[src/rtl/riscv_pkg.sv]
// Shared RV32 definitions used by the fetch stage and its pipeline register.
package riscv_pkg;

  localparam int XLEN = 32;

  // addi x0,x0,0 -- canonical bubble encoding
  localparam logic [XLEN-1:0] NOP_INSTR = 32'h0000_0013;

  // Fetch FSM: IDLE issues a request, WAIT has one outstanding, HOLD keeps a
  // returned instruction while IF/ID is stalled, DROP swallows a stale response.
  typedef enum logic [1:0] {
    FETCH_IDLE = 2'd0,
    FETCH_WAIT = 2'd1,
    FETCH_HOLD = 2'd2,
    FETCH_DROP = 2'd3
  } fetch_state_t;

endpackage

[src/rtl/if_id_register.sv]
// IF/ID pipeline register: write enable, flush and bubble insertion.
// A bubble keeps the PC field and replaces the instruction with the NOP.
module if_id_register #(
  parameter logic [riscv_pkg::XLEN-1:0] NOP_INSTR = riscv_pkg::NOP_INSTR
) (
  input  logic                       clk,
  input  logic                       reset,
  input  logic                       write_en,
  input  logic                       flush,
  input  logic                       instr_valid,
  input  logic [riscv_pkg::XLEN-1:0] fetch_pc,
  input  logic [riscv_pkg::XLEN-1:0] fetch_instr,
  output logic [riscv_pkg::XLEN-1:0] id_pc,
  output logic [riscv_pkg::XLEN-1:0] id_instr,
  output logic                       id_valid
);
  import riscv_pkg::*;

  logic [XLEN-1:0] pc_reg;
  logic [XLEN-1:0] instr_reg;
  logic            valid_reg;

  // Flush beats everything; otherwise write loads a real instruction or a bubble
  always_ff @(posedge clk) begin
    if (reset) begin
      pc_reg    <= '0;
      instr_reg <= NOP_INSTR;
      valid_reg <= 1'b0;
    end else if (flush || (write_en && !instr_valid)) begin
      instr_reg <= NOP_INSTR;
      valid_reg <= 1'b0;
    end else if (write_en) begin
      pc_reg    <= fetch_pc;
      instr_reg <= fetch_instr;
      valid_reg <= 1'b1;
    end
  end

  assign id_pc    = pc_reg;
  assign id_instr = instr_reg;
  assign id_valid = valid_reg;

endmodule

[src/rtl/if_stage.sv]
// Instruction fetch stage: PC register, single-outstanding fetch FSM with a
// one-entry hold buffer for stalls, and the IF/ID pipeline register.
module if_stage #(
  parameter logic [riscv_pkg::XLEN-1:0] RESET_PC  = 32'h0000_0000,
  parameter logic [riscv_pkg::XLEN-1:0] NOP_INSTR = riscv_pkg::NOP_INSTR
) (
  input  logic                       clk,
  input  logic                       reset,
  input  logic                       PCwrite,
  input  logic                       IF_IDwrite,
  input  logic                       PCSrc,
  input  logic [riscv_pkg::XLEN-1:0] PC_branch,
  output logic                       imem_req,
  output logic [riscv_pkg::XLEN-1:0] imem_addr,
  input  logic                       imem_ready,
  input  logic                       imem_rvalid,
  input  logic [riscv_pkg::XLEN-1:0] imem_rdata,
  output logic [riscv_pkg::XLEN-1:0] PC_IF_ID,
  output logic [riscv_pkg::XLEN-1:0] INSTR_IF_ID,
  output logic                       valid_IF_ID
);
  import riscv_pkg::*;

  fetch_state_t    state_reg, state_next;
  logic [XLEN-1:0] pc_reg, pc_next;
  logic [XLEN-1:0] hold_pc_reg, hold_pc_next;
  logic [XLEN-1:0] hold_instr_reg, hold_instr_next;
  logic            handshake;
  logic            deliver;
  logic [XLEN-1:0] deliver_pc;
  logic [XLEN-1:0] deliver_instr;

  // Requests only come from IDLE; reset gates the request off combinationally
  assign imem_req  = (state_reg == FETCH_IDLE) && !reset;
  assign imem_addr = pc_reg;
  assign handshake = imem_req && imem_ready;

  // State, PC and hold buffer registers
  always_ff @(posedge clk) begin
    if (reset) begin
      state_reg      <= FETCH_IDLE;
      pc_reg         <= {RESET_PC[XLEN-1:2], 2'b00};
      hold_pc_reg    <= '0;
      hold_instr_reg <= NOP_INSTR;
    end else begin
      state_reg      <= state_next;
      pc_reg         <= pc_next;
      hold_pc_reg    <= hold_pc_next;
      hold_instr_reg <= hold_instr_next;
    end
  end

  // Next-state, PC update and delivery selection; a redirect overrides all
  always_comb begin
    state_next      = state_reg;
    pc_next         = pc_reg;
    hold_pc_next    = hold_pc_reg;
    hold_instr_next = hold_instr_reg;
    deliver         = 1'b0;
    deliver_pc      = pc_reg;
    deliver_instr   = imem_rdata;

    case (state_reg)
      FETCH_IDLE: begin
        if (handshake) state_next = FETCH_WAIT;
      end
      FETCH_WAIT: begin
        if (imem_rvalid) begin
          if (IF_IDwrite) begin
            deliver    = 1'b1;
            state_next = FETCH_IDLE;
            if (PCwrite) pc_next = pc_reg + 32'd4;
          end else begin
            hold_pc_next    = pc_reg;
            hold_instr_next = imem_rdata;
            state_next      = FETCH_HOLD;
          end
        end
      end
      FETCH_HOLD: begin
        deliver_pc    = hold_pc_reg;
        deliver_instr = hold_instr_reg;
        if (IF_IDwrite) begin
          deliver    = 1'b1;
          state_next = FETCH_IDLE;
          if (PCwrite) pc_next = pc_reg + 32'd4;
        end
      end
      FETCH_DROP: begin
        if (imem_rvalid) state_next = FETCH_IDLE;
      end
      default: state_next = FETCH_IDLE;
    endcase

    if (PCSrc) begin
      pc_next = PC_branch & ~32'h3;
      deliver = 1'b0;
      case (state_reg)
        FETCH_IDLE: state_next = handshake ? FETCH_DROP : FETCH_IDLE;
        FETCH_WAIT: state_next = imem_rvalid ? FETCH_IDLE : FETCH_DROP;
        FETCH_HOLD: state_next = FETCH_IDLE;
        // A response landing in the same cycle settles the drop, otherwise
        // we would wait forever for a response that has already gone by.
        FETCH_DROP: state_next = imem_rvalid ? FETCH_IDLE : FETCH_DROP;
        default:    state_next = FETCH_IDLE;
      endcase
    end
  end

  if_id_register #(
    .NOP_INSTR(NOP_INSTR)
  ) u_if_id (
    .clk        (clk),
    .reset      (reset),
    .write_en   (IF_IDwrite),
    .flush      (PCSrc),
    .instr_valid(deliver),
    .fetch_pc   (deliver_pc),
    .fetch_instr(deliver_instr),
    .id_pc      (PC_IF_ID),
    .id_instr   (INSTR_IF_ID),
    .id_valid   (valid_IF_ID)
  );

endmodule

[config.mk]
export PLATFORM = sky130hd
export DESIGN_NAME = if_stage
export DESIGN_NICKNAME = d
export VERILOG_FILES = /design/src/rtl/riscv_pkg.sv /design/src/rtl/if_id_register.sv /design/src/rtl/if_stage.sv
export SDC_FILE = /design/constraint.sdc
export NUM_CORES = 1
export LEC_CHECK = 0
export ABC_AREA = 1
export CORE_MARGIN = 4
export CORE_UTILIZATION = 40
export CTS_CLUSTER_SIZE = 40
export DETAILED_ROUTE_END_ITERATION = 8
export GPL_TIMING_DRIVEN = 1
export HOLD_SLACK_MARGIN = 0.05
export PLACE_DENSITY = 0.79
export SLEW_MARGIN = 15
export SYNTH_ARGS = -nofsm -noshare
export SYNTH_HDL_FRONTEND = slang
export SYNTH_SLANG_ARGS = --single-unit
[constraint.sdc]
create_clock -name clk -period 1.8 [get_ports clk]
set_clock_uncertainty 0.1 [all_clocks]
set_input_delay 0.18 -clock clk [delete_from_list [all_inputs] [get_ports clk]]
set_output_delay 0.18 -clock clk [all_outputs]
set_load 0.05 [all_outputs]
==> qor.log, run 1 <==
[place] area of placed instances 9390 µm²
[clock_tree] number of buffers added by the clock tree synthesis step 17
[sta] slew of the pin with the lowest slew margin 0.614 ns
[floorplan] I/O pin total 169
[hold_path] class of the most critical hold timing path input pin to flip-flop
[cells_and_area] net total in the final layout 1,305
[synthesis] Syn Inst Count 1,046
[grt] M2 GR Usage 34.6%
[place] placed insts 1,431
[grt] GRT overflow 0
[sta] worst-case hold slack 0.147 ns
[worst_setup_path] endpoint type of the worst setup path flip-flop
[place] Port Buffer Count 162
[power] Worst VDD drop 0.692 mV
[clock_tree] later-pin clock latency in the skew report 0.42 ns
[drt] vias per cell 5.20
[drt] number of nets with antenna violations after routing 0
[grt] Top Usage Layer GRT met2
[sta] Slew Limit Fails 0
[synthesis] count of cell types in the netlist 32
[floorplan] number of core rows 49
[synthesis] count of synthesis-stage warnings from yosys 0
[clock_tree] Max Root-Sink Buffers 2
[power] power per standard cell area 898 nW/µm²
[cells_and_area] ratio of cells with drive above 1 in the final layout 17.4%
[floorplan] die area 20,500 µm²
[clock_tree] TritonCTS clock tree done
[grt] total global routing track utilization 21.4%
[synthesis] leading area contributor after synthesis sky130_fd_sc_hd__dfxtp_1
[drt] Avg WL per Cell 15.1 µm
[grt] met1 track demand over resource 26.9%
[synthesis] area of the mapped netlist 7300 µm²
[sta] maximum clock frequency 0.563 GHz
[sta] total of endpoints with negative setup slack in the final report 0
[sta] Tcrit/Tclk final 98.6%
[worst_setup_path] highest fanout seen on the critical path 11
[worst_setup_path] data required time at the worst endpoint 2.05 ns
[grt] initial antenna violation count 0
[cells_and_area] Area Overhead vs Synth 39.1%
[clock_tree] clock slew seen by the registers of the worst setup and hold paths 0.07 ns
[power] Static Leak 4.22 nW
[synthesis] top area cells in the synthesized netlist sky130_fd_sc_hd__dfxtp_1, sky130_fd_sc_hd__nand2_1, sky130_fd_sc_hd__nor2_1
[place] pre-CTS WS -0.114 ns
[worst_setup_path] startpoint class of the critical path flip-flop
[synthesis] synthesized flop and latch total 157
[drt] detailed-route wire length 22.2 mm
[cells_and_area] diode count 0
[clock_tree] root buf cell sky130_fd_sc_hd__clkbuf_16
[sta] setup slack of the critical path after layout 0.0244 ns
[floorplan] die width 143 µm
[run] Maximum Capacitance Violations 0
[sta] endpoints failing hold 0
[cells_and_area] most frequent cells in the layout sky130_fd_sc_hd__nand2_1, sky130_fd_sc_hd__dfxtp_1, sky130_fd_sc_hd__nor2_1
[grt] routing usage on met3 6.80%
[clock_tree] maximum level of the CTS H-tree 4
[drt] number of design-rule violations left by the first detailed-router iteration 596
[cells_and_area] non-filler cells, final 1,469
[grt] via count of the first global-routing pass 7,277
[worst_setup_path] arrival time worst endpoint 2.03 ns
[synthesis] mean instance size in the synthesized netlist 6.98 µm²
[synthesis] Seq/Total Area, Yosys 43.1%
[clock_tree] CTS Sinks 157
[run_status] run status finished clean
[grt] first-pass GRT wire length 35.6 mm
[floorplan] die span in y 143 µm
[power] overall power 0.00912 W
[drt] remaining routing DRC violations 0
[drt] DR vias 7,643
[clock_tree] hold buffers post-CTS 0
[place] placer's final routability congestion estimate 0.933
[sta] worst-case headroom to the max-slew limit 59.1%
[floorplan] effective utilization at floorplan 40.6%
[worst_setup_path] classification of the worst setup path flip-flop to flip-flop
[drt] count of TritonRoute iterations in the first routing pass 8
[cells_and_area] most common cell after layout, fill and taps aside sky130_fd_sc_hd__nand2_1
[synthesis] share of Yosys cell area claimed by the top area cell type 43.1%
[sta] unrepaired setup endpoints after global routing true
[sta] Tmin final 1.78 ns
[grt] pin count of the biggest net entering global routing 61
[place] total half-perimeter wirelength after legalization and detailed placement 15.2 mm
[floorplan] standard cell core area 18,000 µm²
[cells_and_area] cell area after layout 10,200 µm²
[timing repair]
action	CTS	global route
cloned	0	2
endpoints found under the hold margin	0	0
gates resized for setup	41	42
buffers inserted	0	4
pin swaps	1	5
setup endpoints to repair	92	115
[cells in the mapped netlist]
library cell / instances
sky130_fd_sc_hd__a211oi_1: 61
sky130_fd_sc_hd__a211oi_2: 1
sky130_fd_sc_hd__a21oi_1: 105
sky130_fd_sc_hd__a221oi_1: 1
sky130_fd_sc_hd__a31oi_1: 11
sky130_fd_sc_hd__and2_1: 3
sky130_fd_sc_hd__buf_1: 5
sky130_fd_sc_hd__buf_2: 19
sky130_fd_sc_hd__buf_4: 5
sky130_fd_sc_hd__buf_6: 2
sky130_fd_sc_hd__clkbuf_1: 39
sky130_fd_sc_hd__clkinv_1: 2
sky130_fd_sc_hd__conb_1: 1
sky130_fd_sc_hd__dfxtp_1: 157
sky130_fd_sc_hd__ha_1: 7
sky130_fd_sc_hd__inv_1: 91
sky130_fd_sc_hd__inv_2: 5
sky130_fd_sc_hd__nand2_1: 213
sky130_fd_sc_hd__nand2_2: 2
sky130_fd_sc_hd__nand2_4: 1
sky130_fd_sc_hd__nand3_1: 49
sky130_fd_sc_hd__nand3b_1: 2
sky130_fd_sc_hd__nand4_1: 7
sky130_fd_sc_hd__nand4_2: 1
sky130_fd_sc_hd__nand4_4: 1
sky130_fd_sc_hd__nor2_1: 151
sky130_fd_sc_hd__nor2_2: 5
sky130_fd_sc_hd__nor2_4: 1
sky130_fd_sc_hd__nor3_1: 3
sky130_fd_sc_hd__o211ai_1: 6
sky130_fd_sc_hd__o21ai_0: 87
sky130_fd_sc_hd__xor2_1: 2
[cells by family (layout without fill, tap and decap cells)]
group	after synthesis	count (layout)	share of synthesized area [%]
flip-flops	157	157	43.1
adder cells (fa/ha/maj)	7	7	1.20
buffers and inverters	168	359	9.43
other	1	4	0.0514
AND/OR/NAND/NOR	439	439	24.7
XOR/XNOR	2	2	0.240
AO/OA/AOI/OAI	272	272	21.3
[routing by layer]
layer	vias to the layer above	share of wire [%]
li1	3812	-
met1	3488	41
met2	304	47
met3	39	9.2
met4	0	2.2
met5	-	0
[final timing paths]
path	from	endpoint	slack, ns	cells after the start
worst max-delay path	state_reg[1]$_SDFFE_PP0P_	u_if_id.id_instr[23]$_SDFFE_PP0P_	0.02	11
worst max register to register	state_reg[1]$_SDFFE_PP0P_	u_if_id.id_instr[23]$_SDFFE_PP0P_	0.02	11
worst min-delay path	reset	u_if_id.id_instr[4]$_SDFFE_PP1P_	0.15	5
worst min register to register	u_if_id.id_pc[18]$_SDFFE_PP0P_	u_if_id.id_pc[18]$_SDFFE_PP0P_	0.36	2
[power breakdown]
part	switching (W)	leakage (nW)	internal (W)
Clock	0.00155	0.270	0.00193
Sequential	0.000139	1.28	0.00366
Combinational	0.00116	2.67	0.000675
[metrics by stage]
| step | util [%] | setup TNS, ns |
|---|---|---|
| 2_1_floorplan | - | 0 |
| 3_3_place_gp | 52.3 | -0.918 |
| 3_5_place_dp | 52.3 | -3.62 |
| 4_1_cts | 55.4 | 0 |
| 5_1_grt | 56.5 | -1.56 |
| 6_report | 56.5 | 0 |
[worst max-delay path, stage by stage (launching register included)]
cell and delay (ns):
sky130_fd_sc_hd__dfxtp_4 0.37, sky130_fd_sc_hd__inv_4 0.09, sky130_fd_sc_hd__ha_4 0.15, sky130_fd_sc_hd__nand2_2 0.07, sky130_fd_sc_hd__nand2_4 0.09, sky130_fd_sc_hd__nand4_4 0.17
sky130_fd_sc_hd__nand2_2 0.12, sky130_fd_sc_hd__nand2_2 0.07, sky130_fd_sc_hd__nor2_4 0.14, sky130_fd_sc_hd__inv_4 0.09, sky130_fd_sc_hd__buf_12 0.15, sky130_fd_sc_hd__a21oi_1 0.11
[cell type report]
class	count	area, µm²
flip-flops and latches	157	3160
fillers	1653	7810
clock inverters	14	135
repair buffers	229	2130
clock buffers	18	429
multi-input cells	724	3640
inverters	98	375
well taps	229	287
(Power assumes the default switching activity.)
==> run 2: changes to the inputs <==
SETUP_SLACK_MARGIN = 0.3   (was unset)
==> qor.log, run 2 (synthesized netlist as in run 1, its figures left out) <==
[worst_setup_path] highest fanout seen on the critical path 5 [was 11]
[place] pre-CTS WS -0.0744 ns [was -0.114 ns]
[sta] total of endpoints with negative setup slack in the final report 0 [unchanged]
[power] share of power burned in registers 39.9% [was 41.6%]
[sta] maximum clock frequency 0.585 GHz [was 0.563 GHz]
[cells_and_area] ratio of cells with drive above 1 in the final layout 29.1% [was 17.4%]
[power] proportion of power drawn by the clock network 38.8% [was 38.2%]
[run_status] run status finished clean [unchanged]
[floorplan] effective utilization at floorplan 40.6% [unchanged]
[hold_path] Worst Hold Path EP u_if_id.id_instr[4]$_SDFFE_PP1P_ [unchanged]
[clock_tree] Max Root-Sink Buffers 2 [unchanged]
[place] placed insts 1,399 [was 1,431]
[power] power dissipated by switching net loads 0.00290 W [was 0.00286 W]
[floorplan] die area 20,500 µm² [unchanged]
[clock_tree] TritonCTS clock tree done [unchanged]
[power] power per standard cell area 868 nW/µm² [was 898 nW/µm²]
[clock_tree] root buf cell sky130_fd_sc_hd__clkbuf_16 [unchanged]
[drt] detailed-route wire length 24.8 mm [was 22.2 mm]
[drt] Avg WL per Cell 16.8 µm [was 15.1 µm]
[place] Port Buffer Count 162 [unchanged]
[drt] number of design-rule violations left by the first detailed-router iteration 604 [was 596]
[cells_and_area] most common cell after layout, fill and taps aside sky130_fd_sc_hd__nand2_1 [unchanged]
[cells_and_area] Area Overhead vs Synth 51.2% [was 39.1%]
[hold_path] hold path cells 5 [unchanged]
[drt] remaining routing DRC violations 0 [unchanged]
[floorplan] I/O pin total 169 [unchanged]
[worst_setup_path] startpoint of the lowest-slack register-to-register path imem_addr[2]$_SDFFE_PP0P_ [was state_reg[1]$_SDFFE_PP0P_]
[cells_and_area] diode count 0 [unchanged]
[place] total half-perimeter wirelength after legalization and detailed placement 14.6 mm [was 15.2 mm]
[power] Static Leak 4.25 nW [was 4.22 nW]
[clock_tree] number of buffers added by the clock tree synthesis step 17 [unchanged]
[worst_setup_path] setup slack of the most critical reg-to-reg path 0.09 ns [was 0.02 ns]
[cells_and_area] net total in the final layout 1,308 [was 1,305]
[grt] Top Usage Layer GRT met2 [unchanged]
[place] placer's final routability congestion estimate 0.917 [was 0.933]
[drt] number of nets with antenna violations after routing 0 [unchanged]
[sta] slew of the pin with the lowest slew margin 0.623 ns [was 0.614 ns]
[sta] Slew Limit Fails 0 [unchanged]
[grt] total global routing track utilization 21.4% [about the same]
[worst_setup_path] endpoint type of the worst setup path flip-flop [unchanged]
[cells_and_area] non-filler cells, final 1,471 [was 1,469]
[grt] pin count of the biggest net entering global routing 61 [unchanged]
[clock_tree] clock slew seen by the registers of the worst setup and hold paths 0.07 ns [about the same]
[power] Comb power frac 21.3% [was 20.1%]
[run] Maximum Capacitance Violations 0 [unchanged]
[grt] GRT overflow 0 [unchanged]
[worst_setup_path] arrival time worst endpoint 1.89 ns [was 2.03 ns]
[worst_setup_path] startpoint class of the critical path flip-flop [unchanged]
[worst_setup_path] data required time at the worst endpoint 1.98 ns [was 2.05 ns]
[clock_tree] later-pin clock latency in the skew report 0.43 ns [was 0.42 ns]
[sta] worst-case headroom to the max-slew limit 58.5% [was 59.1%]
[sta] setup slack of the critical path after layout 0.0896 ns [was 0.0244 ns]
[cells_and_area] most frequent cells in the layout sky130_fd_sc_hd__nand2_1, sky130_fd_sc_hd__dfxtp_1, sky130_fd_sc_hd__nor2_1 [unchanged]
[clock_tree] hold buffers post-CTS 0 [unchanged]
[worst_setup_path] classification of the worst setup path flip-flop to flip-flop [unchanged]
[grt] initial antenna violation count 0 [unchanged]
[floorplan] die span in y 143 µm [unchanged]
[clock_tree] maximum level of the CTS H-tree 4 [unchanged]
[hold_path] Worst Hold Launch reset [unchanged]
[worst_setup_path] cell count of the worst reg-to-reg path 10 [was 11]
[grt] M2 GR Usage 34.0% [was 34.6%]
[sta] final sum of negative setup slack 0 ns [unchanged]
[drt] count of TritonRoute iterations in the first routing pass 5 [was 8]
[floorplan] die width 143 µm [unchanged]
[power] Worst VDD drop 0.747 mV [was 0.692 mV]
[sta] endpoints failing hold 0 [unchanged]
[grt] met1 track demand over resource 27.6% [was 26.9%]
[clock_tree] CTS Sinks 157 [unchanged]
[drt] DR vias 7,921 [was 7,643]
[grt] first-pass GRT wire length 35.4 mm [was 35.6 mm]
[sta] Tcrit/Tclk final 95.0% [was 98.6%]
[floorplan] number of core rows 49 [unchanged]
[drt] vias per cell 5.38 [was 5.20]
[grt] routing usage on met3 6.87% [was 6.80%]
[grt] via count of the first global-routing pass 6,978 [was 7,277]
[sta] unrepaired setup endpoints after global routing true [unchanged]
[sta] Tmin final 1.71 ns [was 1.78 ns]
[power] internal power component 0.00668 W [was 0.00626 W]
[worst_setup_path] Reg-to-Reg End imem_addr[26]$_SDFFE_PP0P_ [was u_if_id.id_instr[23]$_SDFFE_PP0P_]
[hold_path] class of the most critical hold timing path input pin to flip-flop [unchanged]
[power] switching power share of the total 30.3% [was 31.3%]
[floorplan] standard cell core area 18,000 µm² [unchanged]
## run 2: cell types whose count changed in the layout (fill, tap and decap cells not counted), sizes merged
cell | before | now
dlygate4sd2 | 33 | 0
clkinvlp | 3 | 2
bufinv | 1 | 3
buf | 128 | 119
clkinv | 6 | 5
clkdlybuf4s18 | 0 | 1
inv | 102 | 100
clkdlybuf4s15 | 0 | 34
clkbuf | 19 | 30
## run 2: cell type report
cell class / instances / area (µm²)
tap: 229 / 287
timing repair buffer: 230 / 2440
clock buffer: 21 / 460
inverter: 98 / 409
sequential: 157 / 3210
fill: 1507 / 6930
multi-input combinational: 724 / 4060
timing repair inverter: 2 / 27.5
clock inverter: 10 / 139
## run 2: repair_timing
| action | in CTS | in global routing |
|---|---|---|
| endpoints found under the setup margin | 193 | 160 |
| buffers inserted | 14 | 12 |
| cloned | 5 | 10 |
| pin swaps | 22 | 26 |
| resized for setup | 187 | 91 |
## run 2: through the flow
step | util, % | hold slack, ns | total power [W] | instance area [µm²]
detailed placement | 51.8 | 0.344 | 0.00560 | 9300
finish | 61.4 | 0.131 | 0.00958 | 11000
global placement | 51.8 | 0.338 | 0.00556 | 9300
global route | 61.4 | 0.165 | 0.00992 | 11000
floorplan | - | 0.206 | 0.00501 | 7560
CTS | 58.1 | 0.0794 | 0.00940 | 10400
## run 2: power by group through the flow
stage                     clock network, W  registers, W  logic (W)
final                              0.00372       0.00382    0.00204
after global routing               0.00390       0.00384    0.00219
after CTS                          0.00374       0.00381    0.00185
after detailed placement                 0       0.00388    0.00171
after global placement                   0       0.00388    0.00169
after floorplan                          0       0.00416   0.000848
## run 2: worst max path at each step
stage / from / cells past startpoint / to
2_1_floorplan: state_reg[1]$_SDFFE_PP0P_ / 11 / imem_addr[29]$_SDFFE_PP0P_
3_3_place_gp: IF_IDwrite / 7 / hold_instr_reg[14]$_SDFFE_PP0P_
3_5_place_dp: IF_IDwrite / 7 / hold_instr_reg[13]$_SDFFE_PP0P_
4_1_cts: state_reg[1]$_SDFFE_PP0P_ / 9 / hold_pc_reg[3]$_SDFFE_PP0P_
5_1_grt: state_reg[1]$_SDFFE_PP0P_ / 11 / u_if_id.id_instr[19]$_SDFFE_PP0P_
6_report: imem_addr[2]$_SDFFE_PP0P_ / 10 / imem_addr[26]$_SDFFE_PP0P_
## run 2: layer usage
layer / vias up / part of all wire [%] / wire length, µm
li1: 3823 / - / -
met1: 3696 / 40 / 9960
met2: 345 / 48 / 11900
met3: 57 / 9.3 / 2300
met4: 0 / 2.7 / 669
met5: - / 0 / 0
## run 2: worst max-delay path, cell delays in order, from the launching register on
cell,delay (ns)
sky130_fd_sc_hd__dfxtp_4,0.38
sky130_fd_sc_hd__ha_4,0.15
sky130_fd_sc_hd__nand2_4,0.05
sky130_fd_sc_hd__nor2_4,0.17
sky130_fd_sc_hd__nand2_4,0.13
sky130_fd_sc_hd__nor2_4,0.22
sky130_fd_sc_hd__nand2_1,0.09
sky130_fd_sc_hd__nand2_1,0.07
sky130_fd_sc_hd__nand3_1,0.06
sky130_fd_sc_hd__nand2_1,0.07
sky130_fd_sc_hd__a21oi_1,0.06
==> run 3: changes to the inputs <==
CORE_UTILIZATION = 46   (was 40)
PLACE_DENSITY = 0.87   (was 0.79)
==> qor.log, run 3 (synthesized netlist as in run 1, its figures left out) <==
[run_status] run status finished clean [unchanged]
[floorplan] effective utilization at floorplan 47.5% [was 40.6%]
[power] overall power 0.00911 W [was 0.00958 W]
[clock_tree] later-pin clock latency in the skew report 0.42 ns [was 0.43 ns]
[sta] Tmin final 1.70 ns [was 1.71 ns]
[drt] DR vias 7,920 [was 7,921]
[drt] remaining routing DRC violations 0 [unchanged]
[drt] detailed-route wire length 24.9 mm [was 24.8 mm]
[drt] number of design-rule violations left by the first detailed-router iteration 580 [was 604]
[drt] number of nets with antenna violations after routing 0 [unchanged]
[drt] count of TritonRoute iterations in the first routing pass 5 [unchanged]
[floorplan] die span in y 134 µm [was 143 µm]
[worst_setup_path] arrival time worst endpoint 1.94 ns [was 1.89 ns]
[cells_and_area] diode count 0 [unchanged]
[grt] met1 track demand over resource 30.1% [was 27.6%]
[place] placer's final routability congestion estimate 0.921 [was 0.917]
[clock_tree] clock slew seen by the registers of the worst setup and hold paths 0.06 ns [was 0.07 ns]
[worst_setup_path] data required time at the worst endpoint 2.04 ns [was 1.98 ns]
[worst_setup_path] classification of the worst setup path flip-flop to flip-flop [unchanged]
[grt] first-pass GRT wire length 36.8 mm [was 35.4 mm]
[grt] pin count of the biggest net entering global routing 61 [unchanged]
[clock_tree] hold buffers post-CTS 0 [unchanged]
[drt] vias per cell 5.51 [was 5.38]
[worst_setup_path] highest fanout seen on the critical path 7 [was 5]
[grt] M2 GR Usage 42.8% [was 34.0%]
[sta] Slew Limit Fails 0 [unchanged]
[grt] Top Usage Layer GRT met2 [unchanged]
[sta] total of endpoints with negative setup slack in the final report 0 [unchanged]
[cells_and_area] net total in the final layout 1,292 [was 1,308]
[sta] worst-case hold slack 0.156 ns [was 0.131 ns]
[place] Port Buffer Count 162 [unchanged]
[worst_setup_path] endpoint type of the worst setup path flip-flop [unchanged]
[cells_and_area] most frequent cells in the layout sky130_fd_sc_hd__nand2_1, sky130_fd_sc_hd__dfxtp_1, sky130_fd_sc_hd__nor2_1 [unchanged]
[grt] via count of the first global-routing pass 7,377 [was 6,978]
[grt] GRT overflow 0 [unchanged]
[sta] endpoints failing hold 0 [unchanged]
[power] Worst VDD drop 0.825 mV [was 0.747 mV]
[worst_setup_path] CP cell instances inv_4 -> ha_4 -> nand2_4 -> nand2_4 -> nand4_4 -> nand2_4 -> inv_6 -> clkbuf_16 -> nor2_2 -> nand2_1 -> a21oi_1 [was ha_4 -> nand2_4 -> nor2_4 -> nand2_4 -> nor2_4 -> nand2_1 -> nand2_1 -> nand3_1 -> nand2_1 -> a21oi_1]
[power] power per standard cell area 854 nW/µm² [was 868 nW/µm²]
[hold_path] class of the most critical hold timing path input pin to flip-flop [unchanged]
[sta] Tcrit/Tclk final 94.4% [was 95.0%]
[clock_tree] root buf cell sky130_fd_sc_hd__clkbuf_16 [unchanged]
[sta] final sum of negative setup slack 0 ns [unchanged]
[floorplan] number of core rows 45 [was 49]
[worst_setup_path] startpoint class of the critical path flip-flop [unchanged]
[clock_tree] CTS Sinks 157 [unchanged]
[power] Static Leak 4.16 nW [was 4.25 nW]
[run] Maximum Capacitance Violations 0 [unchanged]
[floorplan] die area 17,900 µm² [was 20,500 µm²]
[worst_setup_path] Max stage delay on crit path 0.37 ns [was 0.38 ns]
[clock_tree] maximum level of the CTS H-tree 4 [unchanged]
[cells_and_area] most common cell after layout, fill and taps aside sky130_fd_sc_hd__nand2_1 [unchanged]
[sta] maximum clock frequency 0.588 GHz [was 0.585 GHz]
[worst_setup_path] Max stage delay cell, worst path sky130_fd_sc_hd__dfxtp_4 [unchanged]
[sta] unrepaired setup endpoints after global routing true [unchanged]
[grt] initial antenna violation count 1 [was 0]
[worst_setup_path] most repeated library cell on the critical path sky130_fd_sc_hd__nand2_4 [was sky130_fd_sc_hd__nand2_1]
[clock_tree] Max Root-Sink Buffers 2 [unchanged]
[grt] total global routing track utilization 25.2% [was 21.4%]
[floorplan] standard cell core area 15,400 µm² [was 18,000 µm²]
[cells_and_area] Area Overhead vs Synth 46.3% [was 51.2%]
[cells_and_area] ratio of cells with drive above 1 in the final layout 26.3% [was 29.1%]
[place] total half-perimeter wirelength after legalization and detailed placement 14.8 mm [was 14.6 mm]
[clock_tree] number of buffers added by the clock tree synthesis step 17 [unchanged]
[drt] Avg WL per Cell 17.3 µm [was 16.8 µm]
[floorplan] I/O pin total 169 [unchanged]
[floorplan] die width 134 µm [was 143 µm]
[clock_tree] TritonCTS clock tree done [unchanged]
[grt] routing usage on met3 8.59% [was 6.87%]
==> run 3: cell types whose count changed in the layout (fill, tap and decap cells not counted), moves of 5 or more <==
cell,change
sky130_fd_sc_hd__buf_6,-5
sky130_fd_sc_hd__clkdlybuf4s15_2,-11
sky130_fd_sc_hd__nor2_1,+9
sky130_fd_sc_hd__nor2_2,-6
sky130_fd_sc_hd__o21ai_0,+6
sky130_fd_sc_hd__o21ai_2,-7
==> run 3: path summary, 6_finish.rpt <==
check                                                     from                             end  slack, ns  cells after the start
worst max register to register       state_reg[1]$_SDFFE_PP0P_      imem_addr[23]$_SDFFE_PP0P_       0.10                     11
worst min register to register  hold_instr_reg[4]$_SDFFE_PP1P_  hold_instr_reg[4]$_SDFFE_PP1P_       0.36                      2
worst max-delay path                 state_reg[1]$_SDFFE_PP0P_      imem_addr[23]$_SDFFE_PP0P_       0.10                     11
worst min-delay path                                     reset  u_if_id.id_pc[15]$_SDFFE_PP0P_       0.16                      2
==> run 3: power breakdown <==
part | switching, W | total, W | internal [W]
combinational | 0.00127 | 0.00205 | 0.000776
clock | 0.00145 | 0.00325 | 0.00180
sequential | 0.000159 | 0.00382 | 0.00366
==> run 3: layer usage <==
layer	up-vias	wire, µm
met3	75	2520
li1	3782	-
met1	3653	9720
met2	408	11800
met5	-	13
met4	2	823
==> run 3: layout make-up <==
| cell class | instances | area, µm² |
|---|---|---|
| repair buffers | 216 | 2320 |
| clock inverters | 9 | 63.8 |
| fillers | 1237 | 4690 |
| inverters | 98 | 394 |
| flip-flops and latches | 157 | 3210 |
| well taps | 211 | 264 |
| multi-input cells | 724 | 3970 |
| clock buffers | 23 | 458 |
==> run 3: worst max-delay path: cells and delay by family, from the launching register on <==
family | cells | cell delay [ns]
and+or+nand+nor | 6 | 0.57
DFF | 1 | 0.37
buffers and inverters | 3 | 0.31
adders and majority gates | 1 | 0.16
AOI/OAI and AO/OA | 1 | 0.12
==> run 3: stage by stage <==
stage / utilization (%) / instance area [µm²] / setup slack (ns) / std cells
4_1_cts: 65.6 / 10100 / 0.152 / 1420
3_3_place_gp: 60.4 / 9280 / 0.0321 / 1379
3_5_place_dp: 60.4 / 9280 / -0.0290 / 1379
2_1_floorplan: - / 7560 / 0.192 / 1049
5_1_grt: 69.5 / 10700 / 0.0132 / 1438
6_report: 69.5 / 10700 / 0.100 / 1438
==> run 3: timing repair <==
| action | CTS | global route |
|---|---|---|
| pin swaps | 6 | 27 |
| cloned | 3 | 11 |
| setup buffers | 6 | 7 |
| endpoints found under the setup margin | 181 | 159 |
| endpoints found under the hold margin | 0 | 0 |
| resized for setup | 113 | 81 |
